--- src/rtl/nubus_slave_ctrl.sv ---
// NuBus slot-space slave: turns each single-beat NuBus transaction into one
// local memory request and answers with ACK, status and read data.
module nubus_slave_ctrl #(
    parameter int TIMEOUT_CYCLES = 255,
    parameter int MIN_WAIT       = 1
) (
    input  logic        clk_3v3,
    input  logic        reset_3v3_n,
    input  logic [3:0]  id_3v3_n,
    input  logic        start_3v3_n,
    input  logic        tm0_3v3_n,
    input  logic        tm1_3v3_n,
    input  logic [31:0] ad_3v3_n,
    output logic        ack_o_n,
    output logic        ack_oe_n,
    output logic        tm0_o_n,
    output logic        tm1_o_n,
    output logic        tmx_oe_n,
    output logic [31:0] ad_o_n,
    output logic        nubus_oe,
    output logic        nubus_ad_dir,
    output logic        mem_valid,
    output logic [21:0] mem_addr,
    output logic        mem_we,
    output logic [3:0]  mem_wstrb,
    output logic [31:0] mem_wdata,
    input  logic        mem_ack,
    input  logic        mem_err,
    input  logic [31:0] mem_rdata
);

    typedef enum logic [1:0] {IDLE, DATA, REQ, ACK} state_t;

    localparam logic [8:0] MIN_W = 9'(MIN_WAIT);
    localparam logic [8:0] TO_W  = 9'(TIMEOUT_CYCLES);

    state_t      state_q, state_d;
    logic [21:0] addr_q, addr_d;
    logic        we_q, we_d;
    logic [3:0]  wstrb_q, wstrb_d;
    logic        unsup_q, unsup_d;
    logic [31:0] wdata_q, wdata_d;
    logic        valid_q, valid_d;
    logic [7:0]  cnt_q, cnt_d;
    logic        got_q, got_d;
    logic        err_q, err_d;
    logic        tout_q, tout_d;
    logic [31:0] rdata_q, rdata_d;

    logic [1:0]  lane_a;
    logic [3:0]  dec_strb;
    logic        dec_unsup;
    logic        selected;
    logic [8:0]  req_cycles;
    logic        ack_now;
    logic        done;
    logic        in_ack;
    logic        rd_ok;
    logic [31:0] lane_mask;

    assign lane_a     = ~ad_3v3_n[1:0];
    assign selected   = !start_3v3_n && (~ad_3v3_n[31:24] == {4'hF, ~id_3v3_n});
    assign req_cycles = {1'b0, cnt_q} + 9'd1;
    assign ack_now    = valid_q && mem_ack;
    assign done       = got_q || ack_now;

    always_comb begin
        dec_strb  = 4'b0000;
        dec_unsup = 1'b0;
        if (!tm0_3v3_n) begin
            dec_strb = 4'b0001 << lane_a;
        end else begin
            case (lane_a)
                2'b11:   dec_strb = 4'b1111;
                2'b10:   dec_strb = 4'b1100;
                2'b00:   dec_strb = 4'b0011;
                default: dec_unsup = 1'b1;   // block transfers are not served
            endcase
        end
    end

    always_comb begin
        state_d = state_q;
        addr_d  = addr_q;
        we_d    = we_q;
        wstrb_d = wstrb_q;
        unsup_d = unsup_q;
        wdata_d = wdata_q;
        valid_d = valid_q;
        cnt_d   = cnt_q;
        got_d   = got_q;
        err_d   = err_q;
        tout_d  = tout_q;
        rdata_d = rdata_q;
        case (state_q)
            IDLE: begin
                if (selected) begin
                    state_d = DATA;
                    addr_d  = ~ad_3v3_n[23:2];
                    we_d    = !tm1_3v3_n;
                    wstrb_d = dec_strb;
                    unsup_d = dec_unsup;
                    cnt_d   = 8'd0;
                    got_d   = 1'b0;
                    err_d   = 1'b0;
                    tout_d  = 1'b0;
                end
            end
            DATA: begin
                if (we_q) wdata_d = ~ad_3v3_n;
                if (unsup_q) begin
                    state_d = ACK;
                    err_d   = 1'b1;
                end else begin
                    state_d = REQ;
                    valid_d = 1'b1;
                end
            end
            REQ: begin
                cnt_d = cnt_q + 8'd1;
                if (ack_now) begin
                    got_d   = 1'b1;
                    valid_d = 1'b0;
                    err_d   = mem_err;
                    rdata_d = mem_rdata;
                end
                if (done && req_cycles >= MIN_W) begin
                    state_d = ACK;
                end else if (!done && req_cycles >= TO_W) begin
                    state_d = ACK;
                    tout_d  = 1'b1;
                    valid_d = 1'b0;
                end
            end
            ACK: state_d = IDLE;
            default: state_d = IDLE;
        endcase
    end

    always_ff @(posedge clk_3v3 or negedge reset_3v3_n) begin
        if (!reset_3v3_n) begin
            state_q <= IDLE;
            addr_q  <= '0;
            we_q    <= 1'b0;
            wstrb_q <= '0;
            unsup_q <= 1'b0;
            wdata_q <= '0;
            valid_q <= 1'b0;
            cnt_q   <= '0;
            got_q   <= 1'b0;
            err_q   <= 1'b0;
            tout_q  <= 1'b0;
            rdata_q <= '0;
        end else begin
            state_q <= state_d;
            addr_q  <= addr_d;
            we_q    <= we_d;
            wstrb_q <= wstrb_d;
            unsup_q <= unsup_d;
            wdata_q <= wdata_d;
            valid_q <= valid_d;
            cnt_q   <= cnt_d;
            got_q   <= got_d;
            err_q   <= err_d;
            tout_q  <= tout_d;
            rdata_q <= rdata_d;
        end
    end

    for (genvar gi = 0; gi < 4; gi++) begin : g_lane
        assign lane_mask[gi*8 +: 8] = {8{wstrb_q[gi]}};
    end

    // Bus drivers decode from the state register so reset releases them at once.
    assign in_ack       = (state_q == ACK);
    assign rd_ok        = in_ack && !we_q && !err_q && !tout_q;
    assign ack_o_n      = !in_ack;
    assign ack_oe_n     = !in_ack;
    assign tmx_oe_n     = !in_ack;
    assign tm1_o_n      = !(in_ack && tout_q);
    assign tm0_o_n      = !(in_ack && err_q && !tout_q);
    assign ad_o_n       = rd_ok ? ~(rdata_q & lane_mask) : '1;
    assign nubus_ad_dir = rd_ok;
    assign nubus_oe     = 1'b0;

    assign mem_valid = valid_q;
    assign mem_addr  = addr_q;
    assign mem_we    = we_q;
    assign mem_wstrb = wstrb_q;
    assign mem_wdata = wdata_q;

endmodule

--- config.mk ---
export PLATFORM = sky130hd
export DESIGN_NAME = nubus_slave_ctrl
export DESIGN_NICKNAME = d
export VERILOG_FILES = /design/src/rtl/nubus_slave_ctrl.sv
export SDC_FILE = /design/constraint.sdc
export NUM_CORES = 1
export LEC_CHECK = 0
export ABC_AREA = 1
export CORE_MARGIN = 10
export CORE_UTILIZATION = 44
export DETAILED_ROUTE_END_ITERATION = 6
export GPL_ROUTABILITY_DRIVEN = 0
export HOLD_SLACK_MARGIN = 0.1
export PLACE_DENSITY = 0.77
export SLEW_MARGIN = 30
export SYNTH_ARGS = -nofsm -noshare
export SYNTH_HDL_FRONTEND = slang
export SYNTH_SLANG_ARGS = --single-unit
--- constraint.sdc ---
create_clock -name clk_3v3 -period 2.3 [get_ports clk_3v3]
set_clock_uncertainty 0.1 [all_clocks]
set_input_delay 0.69 -clock clk_3v3 [delete_from_list [all_inputs] [get_ports clk_3v3]]
set_output_delay 0.69 -clock clk_3v3 [all_outputs]
set_load 0.01 [all_outputs]
==> results of run 1 <==
==> per-layer routing <==
| layer | vias to the layer above | wire [um] |
|---|---|---|
| met5 | - | 0 |
| met4 | 0 | 91 |
| met3 | 11 | 1750 |
| met2 | 131 | 6600 |
| met1 | 1881 | 5320 |
| li1 | 1961 | - |
==> power by group <==
group          switching (mW)  internal, mW  leakage, nW  total (mW)
logic                    1.36          1.55         1.91        2.91
registers               0.470          2.53         1.25        3.00
clock network           0.631         0.510       0.0926        1.14
==> state kept, by name, indices dropped and copies added, names as in the netlist <==
register   cells
mem_wstrb      4
got_q          1
cnt_q          8
mem_wdata     32
rdata_q       32
state_q        2
mem_valid      1
err_q          1
unsup_q        1
tout_q         1
mem_we         1
mem_addr      22
==> placed cells by master, fill, tap and decap left out, types with 2 or more instances in the layout <==
master and n:
nor2_2 2, buf_2 9, ha_1 11, a21oi_1 6, clkdlybuf4s15_1 2, buf_12 6, clkbuf_1 3, inv_2 2
nor2_4 3, nand3_1 16, inv_1 35, nor2_1 12, buf_6 27, buf_4 14, clkbuf_8 9, o21ai_2 2
dlygate4sd2_1 2, nand2_1 123, nand2_2 20, nand3_2 2, clkdlybuf4s50_1 132, o22ai_1 7, dfrtp_1 106, mux2_2 32
o21ai_0 68, nand2_4 8, nand4_1 5
==> worst max-delay path, delay by kind of cell, from the launching register on <==
family / cells / cell delay (ps)
adder cells (fa/ha/maj): 1 / 190
buffers and inverters: 4 / 460
flip-flops: 1 / 370
AND/OR/NAND/NOR: 3 / 360
==> cells by family (layout without fill, tap and decap cells) <==
| group | count (synthesis) | in the layout | share of synthesized area, % |
|---|---|---|---|
| adder cells (fa/ha/maj) | 12 | 12 | 3.22 |
| multiplexers | 32 | 32 | 7.72 |
| buffers and inverters | 56 | 246 | 5.06 |
| other | 1 | 1 | 0.0803 |
| AND/OR/NAND/NOR | 196 | 196 | 17.7 |
| XOR/XNOR | 1 | 1 | 0.188 |
| AO/OA/AOI/OAI | 83 | 83 | 9.24 |
| flip-flops | 106 | 106 | 56.8 |
==> cell type report <==
type	count	area [um^2]
well taps	136	170
repair buffers	194	1960
inverters	37	139
clock buffers	12	135
clock inverters	3	50.0
flip-flops and latches	106	2650
multi-input cells	325	1920
fillers	796	3300
==> worst min path at each step <==
stage	depth (start not counted)	endpoint	from
6_report	1	mem_addr[12]	reset_3v3_n
4_1_cts	1	mem_wdata[28]	reset_3v3_n
3_3_place_gp	2	mem_wdata[8]	mem_wdata[8]
5_1_grt	1	mem_addr[15]	reset_3v3_n
2_1_floorplan	0	cnt_q[0]	reset_3v3_n
3_5_place_dp	2	mem_wdata[23]	mem_wdata[23]
==> per-stage QoR <==
step / power [mW] / TNS [ps] / utilization (%)
2_1_floorplan: 4.27 / -1200 / -
6_report: 7.06 / -6780 / 68.0
5_1_grt: 7.57 / -11130 / 68.0
4_1_cts: 7.03 / -12000 / 66.5
3_5_place_dp: 5.85 / -12440 / 64.8
3_3_place_gp: 5.72 / -8710 / 64.8
==> repair_timing <==
action                     in CTS  in global routing
buffers inserted                1                  1
setup endpoints to repair      38                 35
resized for setup             175                 41
pin swaps                       6                  6
==> flow_metrics.tcl, run 1 <==
set metrics [dict create \
    rsz_0062_raised_after_global_routing "true" \
    synthesis.area_per_instance_um2 9.59 \
    primary_ff_master_synth "dfrtp_1" \
    ir_worst_vdd_mv 0.599 \
    period_minus_slack_ps 2540 \
    post-route-worst-setup-slack_ps -242 \
    cellLeakagePower_nw 3.26 \
    track_usage_pct 18.1 \
    fmax_mhz 393 \
    cts-htree-levels 3 \
    ff2ff_setup_slack_ps 320 \
    wire_length_of_the_first_global_routing_pass_um 21800 \
    layoutNonFillerInstCount 813 \
    netlist_top_cells_area "dfrtp_1, nand2_1, mux2_2" \
    yosys_warnings 0 \
    met3_usage_pct 10.7 \
    worst_hold_path_type "in2async" \
    global_route.overflow_total 0 \
    synthMostInstantiatedCell "nand2_1" \
    final_number_of_hold_violating_endpoints 0 \
    synth.net_count 574 \
    endpoint_kind "primary output" \
    routed_wl_um 13800 \
    fp.dieW_um 123 \
    flow.area_growth_from_synthesis_pct 50.4 \
    timing.hold.ws_ps 194 \
    worst-r2r-cell-count 14 \
    crit_path_top_delay_cell "dfrtp_1" \
    final_max_slew_viol_count 0 \
    dr.first_iter.drc_count 174 \
    fin_crit_sh_pct 111 \
    cellPowerDensity_mw_per_mm2 1000 \
    post_synth_edffs 0 \
    grt_start_max_net_pins 65 \
    cts.sinks 106 \
    routed_via_density 4.90 \
    holdBufCountCts 0 \
    synthDistinctLibCells 26 \
    die_y_um 123 \
    postSynthRegisterBits 106 \
    synth.top_cell.area_share_pct 56.8 \
    global_route.peak_usage_layer "met2" \
    core_mm2 0.0103 \
    clk_pin_slew_ps 100 \
    max_slew_headroom_pct 65.0 \
    violated_checks "setup timing" \
    vias 3984 \
    floorplan.rows 37 \
    synth-seq-area-share_pct 56.8 \
    setup_viol 32 \
    r2r-start "cnt_q[1]" \
    worst_skew_pair_later_pin_latency_ps 360 \
    dp_slack_ps -266 \
    numCtsBuffers 9 \
    drc_errors 0 \
    grt_use_met2_pct 29.9 \
    crit_type "reg2out" \
    yosys.area.top_type "dfrtp_1" \
    worst_path_fanout_max 8 \
    first_pass_iters 4 \
    crit_path_cell_trace "ha_2, inv_2, nor4_4, inv_2, nor2_4, buf_12, nand2_2, buf_6" \
    synth.cell_area_mm2 0.00467 \
    num_io_pins 174 \
    grt_antenna_before_repair 1 \
    placed_area_mm2 0.00669 \
    post_drt_wl_per_cell_um 16.9 \
    outcome "complete, but fails checks" \
    placed_cells 797 \
    number_of_global_route_vias_before_repair 4226 \
    critPathLaunch "state_q[0]" \
    sort_of_element_at_the_start_of_the_critical_path "flip-flop" \
    initial_utilization_pct 45.2 \
    worst_setup_path_endpoint "ad_o_n[22]" \
    final_antenna_net_count 0 \
    worst_path_most_repeated_cell "inv_2" \
    timing.rr.end "state_q[0]" \
    synth.cells.most_frequent "nand2_1, dfrtp_1, o21ai_0, inv_1, mux2_2" \
    cap_viol_max_count 0 \
    arrival_ps 1750 \
    hpwl_um 10700 \
    insertedDiodeCount 0 \
    root_buffer "clkbuf_8" \
    stdcell_area_mm2 0.00702 \
    slowest_delay_ps 370 \
    ctsLongestPathBuffers 2 \
    port-buffer-count 172 \
    grt_util_met1_pct 20.2 \
    final_nets 760 \
    post_synthesis_cells 487 \
    tritoncts_clock_tree "done" \
    cp_data_required_time_ps 1510 \
    synthArstFlopShare_pct 100 \
    drive_above_1_share_pct 21.3 \
    floorplan.die_area_mm2 0.0151 \
    max_slew.worst_pin.slew_ps 525 \
]
(Power assumes the default switching activity.)
==> run 2: changes to the inputs <==
--- a/config.mk
+++ b/config.mk
@@ -7,4 +7,5 @@
 export LEC_CHECK = 0
 export ABC_AREA = 1
+export CAP_MARGIN = 30
 export CORE_MARGIN = 10
 export CORE_UTILIZATION = 44
@@ -12,5 +13,5 @@
 export GPL_ROUTABILITY_DRIVEN = 0
 export HOLD_SLACK_MARGIN = 0.1
-export PLACE_DENSITY = 0.77
+export PLACE_DENSITY = 0.85
 export SLEW_MARGIN = 30
 export SYNTH_ARGS = -nofsm -noshare
==> constraint.sdc (replaced) <==
create_clock -name clk_3v3 -period 2.3 [get_ports clk_3v3]
set_clock_uncertainty 0.1 [all_clocks]
set_input_delay 0.23 -clock clk_3v3 [delete_from_list [all_inputs] [get_ports clk_3v3]]
set_output_delay 0.23 -clock clk_3v3 [all_outputs]
set_load 0.01 [all_outputs]
==> flow_metrics.tcl, run 2 (synthesis results as in run 1) <==
set metrics [dict create \
    mostFrequentLayoutCell "nand2_1" \
    endpoint_kind "primary output" \
    worst_skew_pair_later_pin_latency_ps 370 \
    die_y_um 123 \
    power.total_mw 6.89 \
    crit_path_top_delay_cell "clkdlybuf4s50_1" \
    core_mm2 0.0103 \
    setup_viol 0 \
    routed_wl_um 13900 \
    cap_viol_max_count 0 \
    routed_via_density 4.99 \
    num_io_pins 174 \
    crit_path_cell_trace "ha_2, inv_2, buf_4, nor2_1, nand2_1, clkdlybuf4s50_1" \
    final_antenna_net_count 0 \
    post_drt_wl_per_cell_um 17.2 \
    root_buffer "clkbuf_8" \
    cts.sinks 106 \
    max_slew_headroom_pct 58.0 \
    period_minus_slack_ps 2150 \
    post-route-worst-setup-slack_ps 149 \
    max_slew.worst_pin.slew_ps 629 \
    timing.hold.ws_ps 303 \
    grt_antenna_before_repair 0 \
    worst_path_fanout_max 5 \
    cellPowerDensity_mw_per_mm2 1020 \
    dr.first_iter.drc_count 171 \
    vias 4055 \
    ir_worst_vdd_mv 0.720 \
    layout.cells.most_common_list "nand2_1, clkdlybuf4s50_1, dfrtp_1" \
    postLayoutCoreUtil_pct 65.3 \
    fin_crit_sh_pct 93.5 \
    rsz_0062_raised_after_global_routing "false" \
    tritoncts_clock_tree "done" \
    fin_setup_tns_ps 0 \
    cellLeakagePower_nw 3.06 \
    layoutNonFillerInstCount 813 \
    cts-htree-levels 3 \
    flow.area_growth_from_synthesis_pct 44.4 \
    sort_of_element_at_the_start_of_the_critical_path "flip-flop" \
    fp.dieW_um 123 \
    wire_length_of_the_first_global_routing_pass_um 22400 \
    global_route.overflow_total 0 \
    floorplan.rows 37 \
    slowest_delay_ps 560 \
    first_pass_iters 4 \
    grt_start_max_net_pins 65 \
    placed_area_mm2 0.00660 \
    numCtsBuffers 9 \
    crit_type "reg2out" \
    drive_above_1_share_pct 17.1 \
    stdcell_area_mm2 0.00674 \
    fmax_mhz 465 \
    cp_top_family "buffers and inverters" \
    number_of_global_route_vias_before_repair 4261 \
    cp_data_required_time_ps 1970 \
    worst_hold_path_type "in2async" \
    port-buffer-count 172 \
    hpwl_um 10900 \
    track_usage_pct 18.6 \
    insertedDiodeCount 0 \
    cp.buffers_inverters 3 \
    final_nets 759 \
    clk_pin_slew_ps 100 \
    ctsLongestPathBuffers 2 \
    initial_utilization_pct 45.2 \
    drc_errors 0 \
    outcome "complete, no violations" \
    final_number_of_hold_violating_endpoints 0 \
    final_max_slew_viol_count 0 \
    arrival_ps 1820 \
    floorplan.die_area_mm2 0.0151 \
    placed_cells 791 \
    dp_slack_ps 92.4 \
]
-- run 2: changes by cell type in the layout (fill, tap and decap cells not counted), sizes merged --
cell	delta
dlymetal6s2s	-1
dlygate4sd2	-2
clkinv	+1
dlygate4sd3	+1
buf	-9
clkdlybuf4s50	+6
clkdlybuf4s15	+4
-- run 2: path summary, 6_finish.rpt --
path	from	to	slack [ps]	cells after the start
min reg2reg	mem_addr[16]	mem_addr[16]	390	2
min in group clk_3v3	ad_3v3_n[6]	mem_addr[4]	340	2
min	reset_3v3_n	mem_addr[8]	300	2
max reg2reg	state_q[0]	tout_q	230	8
max	state_q[1]	tm0_o_n	150	6
max in group asynchronous	reset_3v3_n	tout_q	1070	3
-- run 2: final cells by class --
| cell class | count | area, um^2 |
|---|---|---|
| Fill cell | 801 | 3580 |
| Sequential cell | 106 | 2650 |
| Multi-Input combinational cell | 325 | 1800 |
| Timing Repair Buffer | 193 | 1780 |
| Tap cell | 136 | 170 |
| Clock buffer | 12 | 145 |
| Inverter | 37 | 139 |
| Clock inverter | 4 | 48.8 |
-- run 2: what timing repair did --
| action | in CTS | in global routing |
|---|---|---|
| hold buffers | 1 | 0 |
| pin swaps | 3 | 1 |
| buffers inserted | 4 | 1 |
| gates resized for setup | 128 | 1 |
| endpoints found under the setup margin | 32 | 32 |
| endpoints found under the hold margin | 48 | 0 |
-- run 2: report_power, final --
| group | switching [mW] | internal (mW) |
|---|---|---|
| clock network | 0.623 | 0.535 |
| logic | 1.33 | 1.46 |
| registers | 0.414 | 2.53 |
| total | 2.36 | 4.53 |
-- run 2: layer usage --
layer	share of wire, %	track usage [%]
met3	13	10.6
met5	0	0
met1	37	19.8
met2	49	31.2
met4	1.1	4.73
